[src/rtl/cpu_pkg.sv]
// Shared CPU-wide sizing defaults for the register file and its scoreboard.
package cpu_pkg;

    localparam int unsigned DW_DEFAULT   = 32;
    localparam int unsigned AW_DEFAULT   = 5;
    localparam int unsigned NREG_DEFAULT = 1 << AW_DEFAULT;

    // Number of architectural registers addressable with an aw-bit select.
    function automatic int unsigned nreg_of(input int unsigned aw);
        return 1 << aw;
    endfunction

endpackage

[src/rtl/reg_scoreboard.sv]
// Per-register busy tracking: set on issue, cleared on write-back, issue wins ties.
module reg_scoreboard
    import cpu_pkg::*;
#(
    parameter int unsigned AW = AW_DEFAULT
) (
    input  logic          clk,
    input  logic          rst_n,
    input  logic          issue_en,
    input  logic [AW-1:0] issue_addr,
    input  logic          we,
    input  logic [AW-1:0] waddr,
    input  logic [AW-1:0] raddr_a,
    input  logic [AW-1:0] raddr_b,
    output logic          busy_a,
    output logic          busy_b
);

    localparam int unsigned NREG = nreg_of(AW);

    // busy[0] is never set, so r0 can never report an outstanding producer.
    logic [NREG-1:0] busy;
    logic            wr_valid;
    logic            iss_valid;

    assign wr_valid  = we && (waddr != '0);
    assign iss_valid = issue_en && (issue_addr != '0);

    always_ff @(posedge clk or negedge rst_n) begin
        if (!rst_n) begin
            busy <= '0;
        end else begin
            if (wr_valid) begin
                busy[waddr] <= 1'b0;
            end
            // Later assignment wins: a same-cycle newer producer keeps the bit set.
            if (iss_valid) begin
                busy[issue_addr] <= 1'b1;
            end
        end
    end

    always_comb begin
        busy_a = 1'b0;
        busy_b = 1'b0;
        if (rst_n) begin
            busy_a = busy[raddr_a] && !(we && (waddr == raddr_a));
            busy_b = busy[raddr_b] && !(we && (waddr == raddr_b));
        end
    end

endmodule

[src/rtl/reg_file_sb.sv]
// Two-read, one-write register file with write bypass and a busy scoreboard.
module reg_file_sb
    import cpu_pkg::*;
#(
    parameter int unsigned DW = DW_DEFAULT,
    parameter int unsigned AW = AW_DEFAULT
) (
    input  logic          clk,
    input  logic          rst_n,
    input  logic          we,
    input  logic [AW-1:0] waddr,
    input  logic [DW-1:0] wdata,
    input  logic [AW-1:0] raddr_a,
    input  logic [AW-1:0] raddr_b,
    output logic [DW-1:0] rdata_a,
    output logic [DW-1:0] rdata_b,
    input  logic          issue_en,
    input  logic [AW-1:0] issue_addr,
    output logic          busy_a,
    output logic          busy_b,
    output logic          stall
);

    localparam int unsigned NREG = nreg_of(AW);

    logic [DW-1:0] regs [NREG];

    always_ff @(posedge clk or negedge rst_n) begin
        if (!rst_n) begin
            for (int unsigned i = 0; i < NREG; i++) begin
                regs[i] <= '0;
            end
        end else if (we && (waddr != '0)) begin
            regs[waddr] <= wdata;
        end
    end

    // r0 reads as zero; a same-cycle write to the read address is forwarded.
    always_comb begin
        rdata_a = '0;
        rdata_b = '0;
        if (rst_n) begin
            if (raddr_a != '0) begin
                rdata_a = (we && (waddr == raddr_a)) ? wdata : regs[raddr_a];
            end
            if (raddr_b != '0) begin
                rdata_b = (we && (waddr == raddr_b)) ? wdata : regs[raddr_b];
            end
        end
    end

    reg_scoreboard #(
        .AW (AW)
    ) u_scoreboard (
        .clk        (clk),
        .rst_n      (rst_n),
        .issue_en   (issue_en),
        .issue_addr (issue_addr),
        .we         (we),
        .waddr      (waddr),
        .raddr_a    (raddr_a),
        .raddr_b    (raddr_b),
        .busy_a     (busy_a),
        .busy_b     (busy_b)
    );

    assign stall = busy_a | busy_b;

endmodule

[config.mk]
export PLATFORM = sky130hd
export DESIGN_NAME = reg_file_sb
export DESIGN_NICKNAME = d
export VERILOG_FILES = /design/src/rtl/cpu_pkg.sv /design/src/rtl/reg_scoreboard.sv /design/src/rtl/reg_file_sb.sv
export SDC_FILE = /design/constraint.sdc
export NUM_CORES = 2
export LEC_CHECK = 0
export CORE_AREA = 3 3 383 385
export CTS_BUF_LIST = sky130_fd_sc_hd__clkbuf_4 sky130_fd_sc_hd__clkbuf_8
export DETAILED_ROUTE_END_ITERATION = 16
export DIE_AREA = 0 0 386 388
export PLACE_DENSITY_LB_ADDON = 0.1
export SLEW_MARGIN = 10
export SYNTH_ARGS = -nofsm -noshare
export SYNTH_HDL_FRONTEND = slang
export SYNTH_SLANG_ARGS = --single-unit
[constraint.sdc]
create_clock -name clk -period 3.7 [get_ports clk]
set_input_delay 0.925 -clock clk [delete_from_list [all_inputs] [get_ports clk]]
set_output_delay 0.925 -clock clk [all_outputs]
set_load 0.05 [all_outputs]
==> results.sh <==
export IMPL_final_setup_skew_ns=0
export IMPL_tritoncts="done"
export IMPL_synth_distinct_cells=59
export IMPL_fin_ws_ns=-0.115
export IMPL_synthesis_instances=4220
export IMPL_clock_path_buffers=3
export IMPL_total_switching_power_uw=10700
export IMPL_vdd_drop_max_mv=0.347
export IMPL_leakagePower_uw=0.0325
export IMPL_failed_checks="negative setup slack"
export IMPL_first_global_vias=42400
export IMPL_global_route_overflow_total=0
export IMPL_wl_per_cell_um=34.3
export IMPL_synth_edf_count=0
export IMPL_internal_power_uw=25400
export IMPL_finalCriticalPeriod_ns=3.82
export IMPL_critPathArrivalTime_ns=2.89
export IMPL_critical_path_reg2reg_endpoint="regs[835]"
export IMPL_startpoint_of_the_worst_slack_reg_to_reg_timing_path="regs[835]"
export IMPL_vias=42000
export IMPL_chipWidth_um=386
export IMPL_setup_worst_path_end_class="output pin"
export IMPL_first_iter_violations=4322
export IMPL_crit_path_top_delay_cell="mux4_2"
export IMPL_grt_start_max_net_pins=168
export IMPL_cp_start_kind="input pin"
export IMPL_synth_largest_type_area_fraction_pct=46.1
export IMPL_routed_wl_um=231000
export IMPL_ios=123
export IMPL_mappedNetlistArea_um2=57300
export IMPL_cpMostUsedCell="buf_12"
export IMPL_worst_skew_pair_late_latency_ns=0.90
export IMPL_synth_warning_count=0
export IMPL_r2r_cells=2
export IMPL_start_util_pct=39.9
export IMPL_setup_tns_final_ns=-1.38
export IMPL_numClockSinks=1056
export IMPL_worst_margin_pin_slew_ns=0.984
export IMPL_power_density_nw_per_um2=495
export IMPL_switching_share_pct=29.6
export IMPL_end_of_flow_core_utilization_pct=50.9
export IMPL_gr_usage_all_layers_pct=30.7
export IMPL_fillCellCount=12400
export IMPL_syn_num_nets=4276
export IMPL_die_y_um=388
export IMPL_ys_seq_area_share_pct=46.1
export IMPL_maximum_net_fanout_on_the_critical_path=8
export IMPL_timing_max_cap_violations=0
export IMPL_gp_congestion=0.851
export IMPL_design_die_area_um2=150000
export IMPL_synth_seq_cells=1056
export IMPL_power_total_uw=36200
export IMPL_vias_per_cell=6.24
export IMPL_cp_cell_sequence="buf_16 > buf_4 > mux4_2 > a22oi_1 > a21oi_1 > o22a_1 > buf_12 > buf_12"
export IMPL_numCtsBuffers=192
export IMPL_max_freq_ghz=0.262
export IMPL_min_path_type="in2async"
export IMPL_areaGrowthSynthToFinish_pct=27.4
export IMPL_timing_slew_headroom_pct=34.4
export IMPL_htree_num_levels=4
export IMPL_fp_row_count=139
export IMPL_worst_hold_margin_ns=0.157
export IMPL_synth_largest_area_cell="dfrtp_1"
export IMPL_worst_path_largest_cell_delay_ns=0.52
export IMPL_data_required_time_at_the_worst_endpoint_ns=2.77
export IMPL_grt_setup_unrepaired="true"
export IMPL_grt_first_pass_wirelength_um=328000
export IMPL_post_synthesis_average_cell_area_um2=13.6
export IMPL_rrSetupSlack_ns=2.81
export IMPL_path_clk_slew_ns=0.06
export IMPL_final_cycle_share_pct=103
export IMPL_seqPwrFrac_pct=42.7
export IMPL_synth_area_leaders="dfrtp_1 (46%), mux2_2 (19%), mux4_2 (11%), mux2i_1 (8.1%), a22oi_1 (2.4%)"
export IMPL_dpl_hpwl_um=144000
export IMPL_antenna_found_initial=14
export IMPL_design_core_area_um2=143000
export IMPL_final_hold_violation_count=0
export IMPL_share_of_post_route_cells_with_drive_strength_above_1_pct=53.3
export IMPL_post_route_drc_count=0
export IMPL_timing_final_max_slew_violations=0
export IMPL_asr_flop_ratio_synth_pct=100
export IMPL_final_nets=4738
export IMPL_comb_power_share_pct=23.3
export IMPL_first_pass_iters=6
export IMPL_route_antenna_remaining_nets=0
export IMPL_numPortBuffers=122
export IMPL_type_of_the_worst_setup_path="in2out"
export IMPL_clockPowerShare_pct=34.0
export IMPL_clockRootBuffer="clkbuf_8"
export IMPL_setup_viol_count_final=35
export IMPL_status="finished with violations"
export IMPL_synth_top_flop_cell="dfrtp_1"
Yosys cell counts (all sizes together) (64+ instances only):
cell / number
mux2: 1005
dfrtp: 1056
clkbuf: 229
o21ai: 77
a22oi: 200
o22a: 64
a21oi: 78
a221oi: 87
nand3: 84
mux2i: 461
buf: 248
mux4: 293
nand2: 139
cell type report:
class	instances	area (um^2)	share of cell area (%)
Multi-Input combinational cell	2686	30100	41.2
Sequential cell	1056	26400	36.2
Timing Repair Buffer	745	9910	13.6
Clock buffer	313	3900	5.34
Tap cell	1903	2380	3.26
Clock inverter	32	333	0.456
Antenna cell	3	7.51	0.0103
Inverter	1	3.75	0.00514
how the worst max path moves through the flow:
stage	startpoint	endpoint	slack, ns	depth (start not counted)
3_3_place_gp	raddr_b[3]	rdata_b[18]	-0.68	9
4_1_cts	u_scoreboard.busy[1]	stall	-0.10	6
6_report	raddr_b[0]	rdata_b[0]	-0.12	8
5_1_grt	raddr_b[0]	rdata_b[0]	-0.14	8
3_5_place_dp	raddr_b[3]	rdata_b[20]	-0.64	9
2_1_floorplan	raddr_a[3]	stall	0.01	7
cell families (layout without fill, tap and decap cells):
family,count (synthesis),in the layout,share of synthesized area (%)
muxes,1759,1759,39.3
DFF,1056,1056,46.1
AOI/OAI and AO/OA,581,581,7.54
buffers and inverters,478,1091,4.08
and+or+nand+nor,336,336,2.80
xor gates and xnor gates,10,10,0.153
other,0,3,0
worst max-delay path: cells and delay by family:
family	cells	cell delay [ns]
compound gates	3	0.69
buf+inv	4	0.70
mux	1	0.52
cell usage in the layout, fill, tap and decap left out, types with 23 or more instances in the layout:
master and instances:
mux2i_1 455, o21ai_0 41, mux2_2 966, buf_12 236, a21oi_1 54, dfrtp_1 1056, a22oi_1 141, buf_4 358
buf_16 39, mux4_2 292, mux2_1 39, nor2_4 23, clkbuf_4 66, nand2_1 119, a22oi_2 59, o22a_1 46
clkbuf_8 248, nand3_2 26, a221oi_1 77, clkdlybuf4s50_1 38, buf_6 39, nand3_1 55, a21oi_2 23
per-layer routing:
layer / vias up / track usage, % / wire [um]
met5: - / 0 / 23
li1: 17100 / - / -
met4: 4 / 9.08 / 6960
met1: 22800 / 45.3 / 104000
met3: 344 / 6.70 / 18600
met2: 1737 / 45.3 / 101000
per-stage QoR:
step                cells  cell area, um^2  setup WS [ns]
floorplan            4220            57300        0.00985
global placement     6290            65700         -0.681
detailed placement   6290            65700         -0.642
CTS                  6719            72200         -0.100
global route         6739            73000         -0.140
finish               6739            73000         -0.115
power by group through the flow:
stage,registers (uW),clock network [uW],logic [uW]
floorplan,15000,0,5270
global placement,15500,0,7710
detailed placement,15600,0,7800
CTS,15400,12500,8230
global route,15700,13000,8940
finish,15400,12300,8410
sequential cells by signal (all words and copies together), names as in the netlist:
signal / flops
u_scoreboard.busy: 32
regs: 1024
what timing repair did:
| action | 4_1_cts | 5_1_grt |
|---|---|---|
| endpoints found under the hold margin | 11 | 0 |
| buffers inserted | 59 | 23 |
| pin swaps | 81 | 67 |
| setup endpoints to repair | 67 | 67 |
| gates resized for setup | 261 | 124 |
| gates cloned | 28 | 2 |
| hold buffers | 3 | 0 |
No activity file was read; power rests on OpenSTA's default activity.
